===== src/rtl/ctrl_pipe_hazard_pkg.sv =====
// rtl/ctrl_pipe_hazard_pkg.sv - shared decoder control bundle definitions
// Field widths, opcodes and bundle bit positions common to decoder and pipeline.
package riscv_ctrl_pkg;

  localparam int REG_ADDR_WIDTH = 5;
  localparam int ALU_OP_WIDTH   = 3;

  localparam logic [6:0] OPC_R_TYPE = 7'b0110011;
  localparam logic [6:0] OPC_I_TYPE = 7'b0010011;
  localparam logic [6:0] OPC_LOAD   = 7'b0000011;
  localparam logic [6:0] OPC_STORE  = 7'b0100011;
  localparam logic [6:0] OPC_BRANCH = 7'b1100011;

  localparam int CTRL_ALU_OP_LSB = 0;
  localparam int CTRL_ALU_SRC    = ALU_OP_WIDTH;
  localparam int CTRL_REG_WRITE  = ALU_OP_WIDTH + 1;
  localparam int CTRL_MEM_WRITE  = ALU_OP_WIDTH + 2;
  localparam int CTRL_MEM_TO_REG = ALU_OP_WIDTH + 3;
  localparam int CTRL_MEM_READ   = ALU_OP_WIDTH + 4;
  localparam int CTRL_BRANCH     = ALU_OP_WIDTH + 5;
  localparam int CTRL_W          = ALU_OP_WIDTH + 6;

  typedef logic [CTRL_W-1:0] ctrl_t;

  localparam ctrl_t CTRL_BUBBLE = '0;

  function automatic ctrl_t pack_ctrl(
    input logic                    branch,
    input logic                    mem_read,
    input logic                    mem_to_reg,
    input logic                    mem_write,
    input logic                    alu_src,
    input logic                    reg_write,
    input logic [ALU_OP_WIDTH-1:0] alu_op
  );
    ctrl_t c;
    c                                       = CTRL_BUBBLE;
    c[CTRL_BRANCH]                          = branch;
    c[CTRL_MEM_READ]                        = mem_read;
    c[CTRL_MEM_TO_REG]                      = mem_to_reg;
    c[CTRL_MEM_WRITE]                       = mem_write;
    c[CTRL_ALU_SRC]                         = alu_src;
    c[CTRL_REG_WRITE]                       = reg_write;
    c[CTRL_ALU_OP_LSB +: ALU_OP_WIDTH]      = alu_op;
    return c;
  endfunction

endpackage


===== src/rtl/ctrl_pipe_hazard_if.sv =====
// rtl/ctrl_pipe_hazard_if.sv - decoder bundle in, per-stage controls out
// The master side is the ID-stage decoder/datapath; the slave side is the pipeline.
interface ctrl_pipe_hazard_if #(
  parameter int REG_ADDR_W = riscv_ctrl_pkg::REG_ADDR_WIDTH,
  parameter int ALU_OP_W   = riscv_ctrl_pkg::ALU_OP_WIDTH
);

  logic                  Branch_i;
  logic                  Mem_Read_i;
  logic                  Mem_to_Reg_i;
  logic                  Mem_Write_i;
  logic                  ALU_Src_i;
  logic                  Reg_Write_i;
  logic [ALU_OP_W-1:0]   ALU_Op_i;
  logic [REG_ADDR_W-1:0] Rs1_i;
  logic [REG_ADDR_W-1:0] Rs2_i;
  logic [REG_ADDR_W-1:0] Rd_i;
  logic                  Flush_i;

  logic                  Stall_o;
  logic                  Branch_EX_o;
  logic                  ALU_Src_EX_o;
  logic [ALU_OP_W-1:0]   ALU_Op_EX_o;
  logic [REG_ADDR_W-1:0] Rd_EX_o;
  logic                  Mem_Read_MEM_o;
  logic                  Mem_Write_MEM_o;
  logic                  Reg_Write_MEM_o;
  logic [REG_ADDR_W-1:0] Rd_MEM_o;
  logic                  Mem_to_Reg_WB_o;
  logic                  Reg_Write_WB_o;
  logic [REG_ADDR_W-1:0] Rd_WB_o;

  modport master (
    output Branch_i, Mem_Read_i, Mem_to_Reg_i, Mem_Write_i, ALU_Src_i, Reg_Write_i,
           ALU_Op_i, Rs1_i, Rs2_i, Rd_i, Flush_i,
    input  Stall_o, Branch_EX_o, ALU_Src_EX_o, ALU_Op_EX_o, Rd_EX_o,
           Mem_Read_MEM_o, Mem_Write_MEM_o, Reg_Write_MEM_o, Rd_MEM_o,
           Mem_to_Reg_WB_o, Reg_Write_WB_o, Rd_WB_o
  );

  modport slave (
    input  Branch_i, Mem_Read_i, Mem_to_Reg_i, Mem_Write_i, ALU_Src_i, Reg_Write_i,
           ALU_Op_i, Rs1_i, Rs2_i, Rd_i, Flush_i,
    output Stall_o, Branch_EX_o, ALU_Src_EX_o, ALU_Op_EX_o, Rd_EX_o,
           Mem_Read_MEM_o, Mem_Write_MEM_o, Reg_Write_MEM_o, Rd_MEM_o,
           Mem_to_Reg_WB_o, Reg_Write_WB_o, Rd_WB_o
  );

endinterface


===== src/rtl/ctrl_pipe_hazard_stage_reg.sv =====
// rtl/ctrl_pipe_hazard_stage_reg.sv - pipeline stage flop bank
// Synchronous reset and a clear input both load an all-zero bubble.
module ctrl_stage_reg #(
  parameter int WIDTH = 8
) (
  input  logic             clk,
  input  logic             reset,
  input  logic             clear_i,
  input  logic [WIDTH-1:0] d_i,
  output logic [WIDTH-1:0] q_o
);

  logic [WIDTH-1:0] q_d;
  logic [WIDTH-1:0] q_q;

  always_comb begin
    q_d = d_i;
    if (clear_i) begin
      q_d = '0;
    end
  end

  always_ff @(posedge clk) begin
    if (reset) begin
      q_q <= '0;
    end else begin
      q_q <= q_d;
    end
  end

  assign q_o = q_q;

endmodule


===== src/rtl/ctrl_pipe_hazard.sv =====
// rtl/ctrl_pipe_hazard.sv - control pipeline ID/EX -> EX/MEM -> MEM/WB with load-use stall
// Stall_o is the only combinational output; every stage output comes from a flop.
module ctrl_pipe_hazard
  import riscv_ctrl_pkg::*;
#(
  parameter int REG_ADDR_W = REG_ADDR_WIDTH,
  parameter int ALU_OP_W   = ALU_OP_WIDTH
) (
  input  logic               clk,
  input  logic               reset,
  ctrl_pipe_hazard_if.slave  bus
);

  localparam int IDEX_W  = CTRL_W + REG_ADDR_W;
  localparam int EXMEM_W = 4 + REG_ADDR_W;
  localparam int MEMWB_W = 2 + REG_ADDR_W;

  ctrl_t                 id_ctrl;
  logic [IDEX_W-1:0]     idex_d;
  logic [IDEX_W-1:0]     idex_q;
  ctrl_t                 ex_ctrl;
  logic [REG_ADDR_W-1:0] ex_rd;

  logic [EXMEM_W-1:0]    exmem_d;
  logic [EXMEM_W-1:0]    exmem_q;
  logic                  mem_mem_read;
  logic                  mem_mem_write;
  logic                  mem_reg_write;
  logic                  mem_mem_to_reg;
  logic [REG_ADDR_W-1:0] mem_rd;

  logic [MEMWB_W-1:0]    memwb_d;
  logic [MEMWB_W-1:0]    memwb_q;
  logic                  wb_mem_to_reg;
  logic                  wb_reg_write;
  logic [REG_ADDR_W-1:0] wb_rd;

  logic                  hazard;
  logic                  stall;
  logic                  idex_clear;

  assign id_ctrl = pack_ctrl(bus.Branch_i, bus.Mem_Read_i, bus.Mem_to_Reg_i,
                             bus.Mem_Write_i, bus.ALU_Src_i, bus.Reg_Write_i,
                             bus.ALU_Op_i);
  assign idex_d  = {id_ctrl, bus.Rd_i};
  assign {ex_ctrl, ex_rd} = idex_q;

  // Rs2 is compared even when the ID instruction has no rs2; a spurious stall costs one cycle only.
  assign hazard = ex_ctrl[CTRL_MEM_READ] && (ex_rd != '0) &&
                  ((ex_rd == bus.Rs1_i) || (ex_rd == bus.Rs2_i));
  assign stall      = hazard && !bus.Flush_i;
  assign idex_clear = bus.Flush_i || stall;

  ctrl_stage_reg #(.WIDTH(IDEX_W)) u_id_ex (
    .clk     (clk),
    .reset   (reset),
    .clear_i (idex_clear),
    .d_i     (idex_d),
    .q_o     (idex_q)
  );

  assign exmem_d = {ex_ctrl[CTRL_MEM_READ], ex_ctrl[CTRL_MEM_WRITE],
                    ex_ctrl[CTRL_REG_WRITE], ex_ctrl[CTRL_MEM_TO_REG], ex_rd};

  ctrl_stage_reg #(.WIDTH(EXMEM_W)) u_ex_mem (
    .clk     (clk),
    .reset   (reset),
    .clear_i (1'b0),
    .d_i     (exmem_d),
    .q_o     (exmem_q)
  );

  assign {mem_mem_read, mem_mem_write, mem_reg_write, mem_mem_to_reg, mem_rd} = exmem_q;
  assign memwb_d = {mem_mem_to_reg, mem_reg_write, mem_rd};

  ctrl_stage_reg #(.WIDTH(MEMWB_W)) u_mem_wb (
    .clk     (clk),
    .reset   (reset),
    .clear_i (1'b0),
    .d_i     (memwb_d),
    .q_o     (memwb_q)
  );

  assign {wb_mem_to_reg, wb_reg_write, wb_rd} = memwb_q;

  assign bus.Stall_o         = stall;
  assign bus.Branch_EX_o     = ex_ctrl[CTRL_BRANCH];
  assign bus.ALU_Src_EX_o    = ex_ctrl[CTRL_ALU_SRC];
  assign bus.ALU_Op_EX_o     = ex_ctrl[CTRL_ALU_OP_LSB +: ALU_OP_W];
  assign bus.Rd_EX_o         = ex_rd;
  assign bus.Mem_Read_MEM_o  = mem_mem_read;
  assign bus.Mem_Write_MEM_o = mem_mem_write;
  assign bus.Reg_Write_MEM_o = mem_reg_write;
  assign bus.Rd_MEM_o        = mem_rd;
  assign bus.Mem_to_Reg_WB_o = wb_mem_to_reg;
  assign bus.Reg_Write_WB_o  = wb_reg_write;
  assign bus.Rd_WB_o         = wb_rd;

endmodule


===== src/flat_wrapper.sv =====
// flat-port wrapper written by rule: the top's interface ports become plain ports
module ctrl_pipe_hazard_flat import riscv_ctrl_pkg::*;
#(
  parameter int REG_ADDR_W = REG_ADDR_WIDTH,
  parameter int ALU_OP_W   = ALU_OP_WIDTH
)
  (clk, reset, bus_Branch_i, bus_Mem_Read_i, bus_Mem_to_Reg_i, bus_Mem_Write_i, bus_ALU_Src_i, bus_Reg_Write_i, bus_ALU_Op_i, bus_Rs1_i, bus_Rs2_i, bus_Rd_i, bus_Flush_i, bus_Stall_o, bus_Branch_EX_o, bus_ALU_Src_EX_o, bus_ALU_Op_EX_o, bus_Rd_EX_o, bus_Mem_Read_MEM_o, bus_Mem_Write_MEM_o, bus_Reg_Write_MEM_o, bus_Rd_MEM_o, bus_Mem_to_Reg_WB_o, bus_Reg_Write_WB_o, bus_Rd_WB_o);
  ctrl_pipe_hazard_if #(.REG_ADDR_W(REG_ADDR_W), .ALU_OP_W(ALU_OP_W)) bus_i ();
  input  logic clk;
  input  logic reset;
  input wire logic [$bits(bus_i.Branch_i)-1:0] bus_Branch_i;
  input wire logic [$bits(bus_i.Mem_Read_i)-1:0] bus_Mem_Read_i;
  input wire logic [$bits(bus_i.Mem_to_Reg_i)-1:0] bus_Mem_to_Reg_i;
  input wire logic [$bits(bus_i.Mem_Write_i)-1:0] bus_Mem_Write_i;
  input wire logic [$bits(bus_i.ALU_Src_i)-1:0] bus_ALU_Src_i;
  input wire logic [$bits(bus_i.Reg_Write_i)-1:0] bus_Reg_Write_i;
  input wire logic [$bits(bus_i.ALU_Op_i)-1:0] bus_ALU_Op_i;
  input wire logic [$bits(bus_i.Rs1_i)-1:0] bus_Rs1_i;
  input wire logic [$bits(bus_i.Rs2_i)-1:0] bus_Rs2_i;
  input wire logic [$bits(bus_i.Rd_i)-1:0] bus_Rd_i;
  input wire logic [$bits(bus_i.Flush_i)-1:0] bus_Flush_i;
  output wire logic [$bits(bus_i.Stall_o)-1:0] bus_Stall_o;
  output wire logic [$bits(bus_i.Branch_EX_o)-1:0] bus_Branch_EX_o;
  output wire logic [$bits(bus_i.ALU_Src_EX_o)-1:0] bus_ALU_Src_EX_o;
  output wire logic [$bits(bus_i.ALU_Op_EX_o)-1:0] bus_ALU_Op_EX_o;
  output wire logic [$bits(bus_i.Rd_EX_o)-1:0] bus_Rd_EX_o;
  output wire logic [$bits(bus_i.Mem_Read_MEM_o)-1:0] bus_Mem_Read_MEM_o;
  output wire logic [$bits(bus_i.Mem_Write_MEM_o)-1:0] bus_Mem_Write_MEM_o;
  output wire logic [$bits(bus_i.Reg_Write_MEM_o)-1:0] bus_Reg_Write_MEM_o;
  output wire logic [$bits(bus_i.Rd_MEM_o)-1:0] bus_Rd_MEM_o;
  output wire logic [$bits(bus_i.Mem_to_Reg_WB_o)-1:0] bus_Mem_to_Reg_WB_o;
  output wire logic [$bits(bus_i.Reg_Write_WB_o)-1:0] bus_Reg_Write_WB_o;
  output wire logic [$bits(bus_i.Rd_WB_o)-1:0] bus_Rd_WB_o;
  assign bus_i.Branch_i = bus_Branch_i;
  assign bus_i.Mem_Read_i = bus_Mem_Read_i;
  assign bus_i.Mem_to_Reg_i = bus_Mem_to_Reg_i;
  assign bus_i.Mem_Write_i = bus_Mem_Write_i;
  assign bus_i.ALU_Src_i = bus_ALU_Src_i;
  assign bus_i.Reg_Write_i = bus_Reg_Write_i;
  assign bus_i.ALU_Op_i = bus_ALU_Op_i;
  assign bus_i.Rs1_i = bus_Rs1_i;
  assign bus_i.Rs2_i = bus_Rs2_i;
  assign bus_i.Rd_i = bus_Rd_i;
  assign bus_i.Flush_i = bus_Flush_i;
  assign bus_Stall_o = bus_i.Stall_o;
  assign bus_Branch_EX_o = bus_i.Branch_EX_o;
  assign bus_ALU_Src_EX_o = bus_i.ALU_Src_EX_o;
  assign bus_ALU_Op_EX_o = bus_i.ALU_Op_EX_o;
  assign bus_Rd_EX_o = bus_i.Rd_EX_o;
  assign bus_Mem_Read_MEM_o = bus_i.Mem_Read_MEM_o;
  assign bus_Mem_Write_MEM_o = bus_i.Mem_Write_MEM_o;
  assign bus_Reg_Write_MEM_o = bus_i.Reg_Write_MEM_o;
  assign bus_Rd_MEM_o = bus_i.Rd_MEM_o;
  assign bus_Mem_to_Reg_WB_o = bus_i.Mem_to_Reg_WB_o;
  assign bus_Reg_Write_WB_o = bus_i.Reg_Write_WB_o;
  assign bus_Rd_WB_o = bus_i.Rd_WB_o;
  ctrl_pipe_hazard #(.REG_ADDR_W(REG_ADDR_W), .ALU_OP_W(ALU_OP_W)) u_core (.clk(clk), .reset(reset), .bus(bus_i));
endmodule

===== config.mk =====
export PLATFORM = sky130hd
export DESIGN_NAME = ctrl_pipe_hazard_flat
export DESIGN_NICKNAME = d
export VERILOG_FILES = /design/src/rtl/ctrl_pipe_hazard_pkg.sv /design/src/rtl/ctrl_pipe_hazard_if.sv /design/src/rtl/ctrl_pipe_hazard_stage_reg.sv /design/src/rtl/ctrl_pipe_hazard.sv /design/src/flat_wrapper.sv
export SDC_FILE = /design/constraint.sdc
export NUM_CORES = 1
export LEC_CHECK = 0
export ABC_AREA = 1
export CORE_ASPECT_RATIO = 1.5
export CORE_UTILIZATION = 44
export CTS_CLUSTER_DIAMETER = 60
export CTS_CLUSTER_SIZE = 8
export DETAILED_ROUTE_END_ITERATION = 7
export GPL_TIMING_DRIVEN = 0
export PLACE_DENSITY = 0.84
export SYNTH_ARGS = -nofsm -noshare
export SYNTH_HDL_FRONTEND = slang
export SYNTH_SLANG_ARGS = --single-unit
export TNS_END_PERCENT = 10

===== constraint.sdc =====
create_clock -name clk -period 3.86 [get_ports clk]
set_clock_uncertainty 0.1 [all_clocks]
set_input_delay 0.579 -clock clk [delete_from_list [all_inputs] [get_ports clk]]
set_output_delay 0.579 -clock clk [all_outputs]
set_load 0.01 [all_outputs]

==> impl.org <==
** Run status
- The run finished with clean final reports.

** Critical path
- Counting cells, the worst reg-to-reg path comes to 10.
- For the worst setup path, the data arrival time is 2180 ps.
- CP endpoint kind :: output pin
- The worst register-to-register path begins at u_core.u_id_ex.q_o[0].
- Kind of launch point of the worst setup path :: primary input
- Critical path, cell by cell :: clkdlybuf4s50_1 -> inv_1 -> nand2_1 -> nand2_1 -> nor2_1 -> nand3_1 -> nand2_1 -> nand2_2 -> nor2_1 -> clkdlybuf4s50_1
- The worst register-to-register path has a setup slack of 2450 ps.
- For the worst setup path, the data required time is 3180 ps.
- Top cell by count, worst path :: sky130_fd_sc_hd__nand2_1
- R2r endpoint :: u_core.u_id_ex.q_o[3]
- The most critical setup path has its startpoint at bus_Rs1_i[0].
- Crit Path Max Fanout :: 2
- Standard cell with the maximum stage delay on the critical path :: sky130_fd_sc_hd__clkdlybuf4s50_1
- Worst stage delay on the critical path :: 540 ps
- The critical path in this run is classified as in2out.
- Critical path capture point :: bus_Stall_o

** Logic synthesis
- Cell type contributing the most total cell area after synthesis :: sky130_fd_sc_hd__dfxtp_1
- Each instance of the synthesized netlist takes up on average 7.68 um^2.
- Number of enable-type register cells in the synthesized netlist :: 0
- Ys flop type :: sky130_fd_sc_hd__dfxtp_1
- The share of the Yosys chip area taken by registers is 50.8%.
- By count the netlist is led by sky130_fd_sc_hd__inv_1, sky130_fd_sc_hd__dfxtp_1, sky130_fd_sc_hd__nor2_1.
- Total number of yosys warnings :: 0
- The synthesized design contains 30 register bits.
- Area of the mapped netlist :: 1180 um^2
- Post-Synthesis Cells :: 154
- Yosys mapped the design onto 15 distinct sky130hd cell types.
- Most frequent cell after synthesis :: sky130_fd_sc_hd__inv_1
- Of all flip-flops after synthesis, the portion carrying an async set or reset was 0%.
- Fraction of post-synthesis cell area in the top cell type by area :: 50.8%
- Net Count, Synth :: 181
- Most area-consuming cells after synthesis :: sky130_fd_sc_hd__dfxtp_1, sky130_fd_sc_hd__inv_1, sky130_fd_sc_hd__nor2_1

** Die
- Initial Utilization :: 47.2%
- The die covers 2900 um^2.
- Placeable core area :: 2500 um^2
- Number of top-level pins :: 53
- Number of placement rows :: 22
- Die Span X :: 44.3 um
- The floorplan step set the die height to 65.5 um.

** STA
- Fin worst setup slack :: 997 ps
- Setup repair after global routing left no endpoint under its margin.
- The worst path needs 2860 ps of the cycle, external delays included.
- Highest clock rate :: 349 MHz
- Hold violation total from the final report :: 0
- Total count of max-transition violations in the final report :: 0
- Setup violations remaining at the end of the flow were counted as 0.
- After layout, the worst path uses 74.2% of the clock period.
- Relative slew margins :: 74.1%
- Worst Max-Slew Pin Slew :: 389 ps
- Sum of negative setup slack :: 0 ps

** Clock tree
- Clock Sink Count :: 30
- Number of buffers created by CTS :: 5
- The number of setup buffers added after CTS is 0.
- Longest Clk Path Bufs :: 2
- Hold-fix buffers at CTS :: 0
- After clock tree synthesis, the repair step resized 0 gates.
- Clock edge transition at the registers on the reported setup and hold paths :: 90 ps
- CTS built an H-tree with a depth of 2.
- TritonCTS built the clock tree.
- Clock root buffer :: sky130_fd_sc_hd__clkbuf_4
- Clock latency on the worst-skew pair, taken at its later pin, is 320 ps.

** Detailed routing
- Drt first pass iters :: 3
- After detailed routing, the number of remaining DRC violations is 0.
- For this block, the initial DRC count from the detailed router was 11.
- Post-DR vias/cell :: 4.10
- Summing over every cut layer, the via total after detailed routing is 1,017.
- Antenna-violating nets left :: 0
- Routed wire length :: 2190 um
- Dividing the detail-routed wire length by the instance count gives 8.82 um.

** Power and ir drop
- Across the VDD grid, the largest voltage drop is 0.000235 V.
- The analysis attributes to cell leakage a power of 0.856 nW.
- For this design the ratio of total power to cell area is 322 nW/um^2.
- Overall power consumption after layout is estimated at 575 uW.

** Placement
- Global placement routability congestion :: 0.733
- Count of input and output buffers :: 51
- At the placement stage, the worst setup path has a slack of 995 ps.
- HPWL reported at the end of detailed placement :: 1790 um

** Cells and area
- Cells fill 71.3% of the core in the end.
- Layout cells sized above 1 :: 17.5%
- Growth of design area from synthesis to finish :: 51.0%
- The repair_antennas step left the layout with diodes totalling 0.
- Final #Nets :: 239

** GRT
- The number of global-route vias before repair came to 953.
- Global routing consumed, over all layers together, 18.5% of the routing resources.
- For this run the aggregate overflow at the end of global routing stands at 0.
- Number of antenna violations at the first check in global routing :: 0
- Global-route wire length before repair :: 3730 um
- Entering global routing, the biggest net connects 11 pins.

** Hold path
- Counting instances, the worst hold path has a depth of 2.
- Class of the worst hold path :: reg2reg

** Job
- Number of max-cap violations :: 0
-- through the flow --
step           cells  hold slack (ps)  area (um^2)
2_1_floorplan    154              288         1180
3_3_place_gp     241              291         1740
3_5_place_dp     241              298         1740
4_1_cts          248              312         1790
5_1_grt          248              322         1790
6_report         248              308         1790
-- cells by family (layout without fill, tap and decap cells) --
group,count (synthesis),after routing,share of synthesized area (%)
simple gates,66,66,24.3
buf+inv,55,113,23.0
flops,30,30,50.8
xor+xnor,2,2,1.48
compound gates,1,1,0.423
-- power breakdown --
group	total (mW)	switching [mW]	leakage, nW	internal (mW)
Clock	0.165	0.0996	0.0308	0.0652
Combinational	0.0861	0.0330	0.580	0.0532
Sequential	0.324	0.00512	0.245	0.319
Total	0.575	0.138	0.856	0.437
-- state kept, by name, indices dropped and copies added (netlist names) --
name                 count
u_core.u_ex_mem.q_o      9
u_core.u_mem_wb.q_o      7
u_core.u_id_ex.q_o      14
-- cell usage in the layout, fill, tap and decap left out, drive strengths merged --
cell and n:
buf 14, clkbuf 7, clkdlybuf4s50 51, clkinv 2, dfxtp 30, inv 39
nand2 25, nand3 2, nand4 1, nor2 38, o21ai 1, xnor2 2
-- how the worst min path moves through the flow --
stage | from | end | slack, ps
5_1_grt | u_core.u_ex_mem.q_o[5] | u_core.u_mem_wb.q_o[6] | 320
2_1_floorplan | u_core.u_id_ex.q_o[11] | u_core.u_ex_mem.q_o[5] | 290
3_5_place_dp | u_core.u_id_ex.q_o[9] | u_core.u_ex_mem.q_o[6] | 300
4_1_cts | u_core.u_id_ex.q_o[9] | u_core.u_ex_mem.q_o[6] | 310
6_report | u_core.u_id_ex.q_o[9] | u_core.u_ex_mem.q_o[6] | 310
3_3_place_gp | u_core.u_id_ex.q_o[10] | u_core.u_ex_mem.q_o[7] | 290
-- worst max-delay path: cells and delay by family --
family	cells	cell delay [ps]
buffers and inverters	3	1100
and+or+nand+nor	7	510
-- metal layers --
layer	track usage [%]	vias up	share of wire, %
li1	-	529	-
met1	15.5	439	34
met2	32.2	40	55
met3	8.24	9	6.2
met4	14.4	0	4.5
met5	0	-	0
-- area by class of cell --
type,count,area [um^2]
Inverter,39,146
Clock inverter,2,10.0
Sequential cell,30,601
Tap cell,36,45.0
Timing Repair Buffer,51,510
Multi-Input combinational cell,69,310
Clock buffer,5,37.5
Fill cell,203,719
Buffer,16,125
Note: power is estimated with default switching activity, not from simulation.
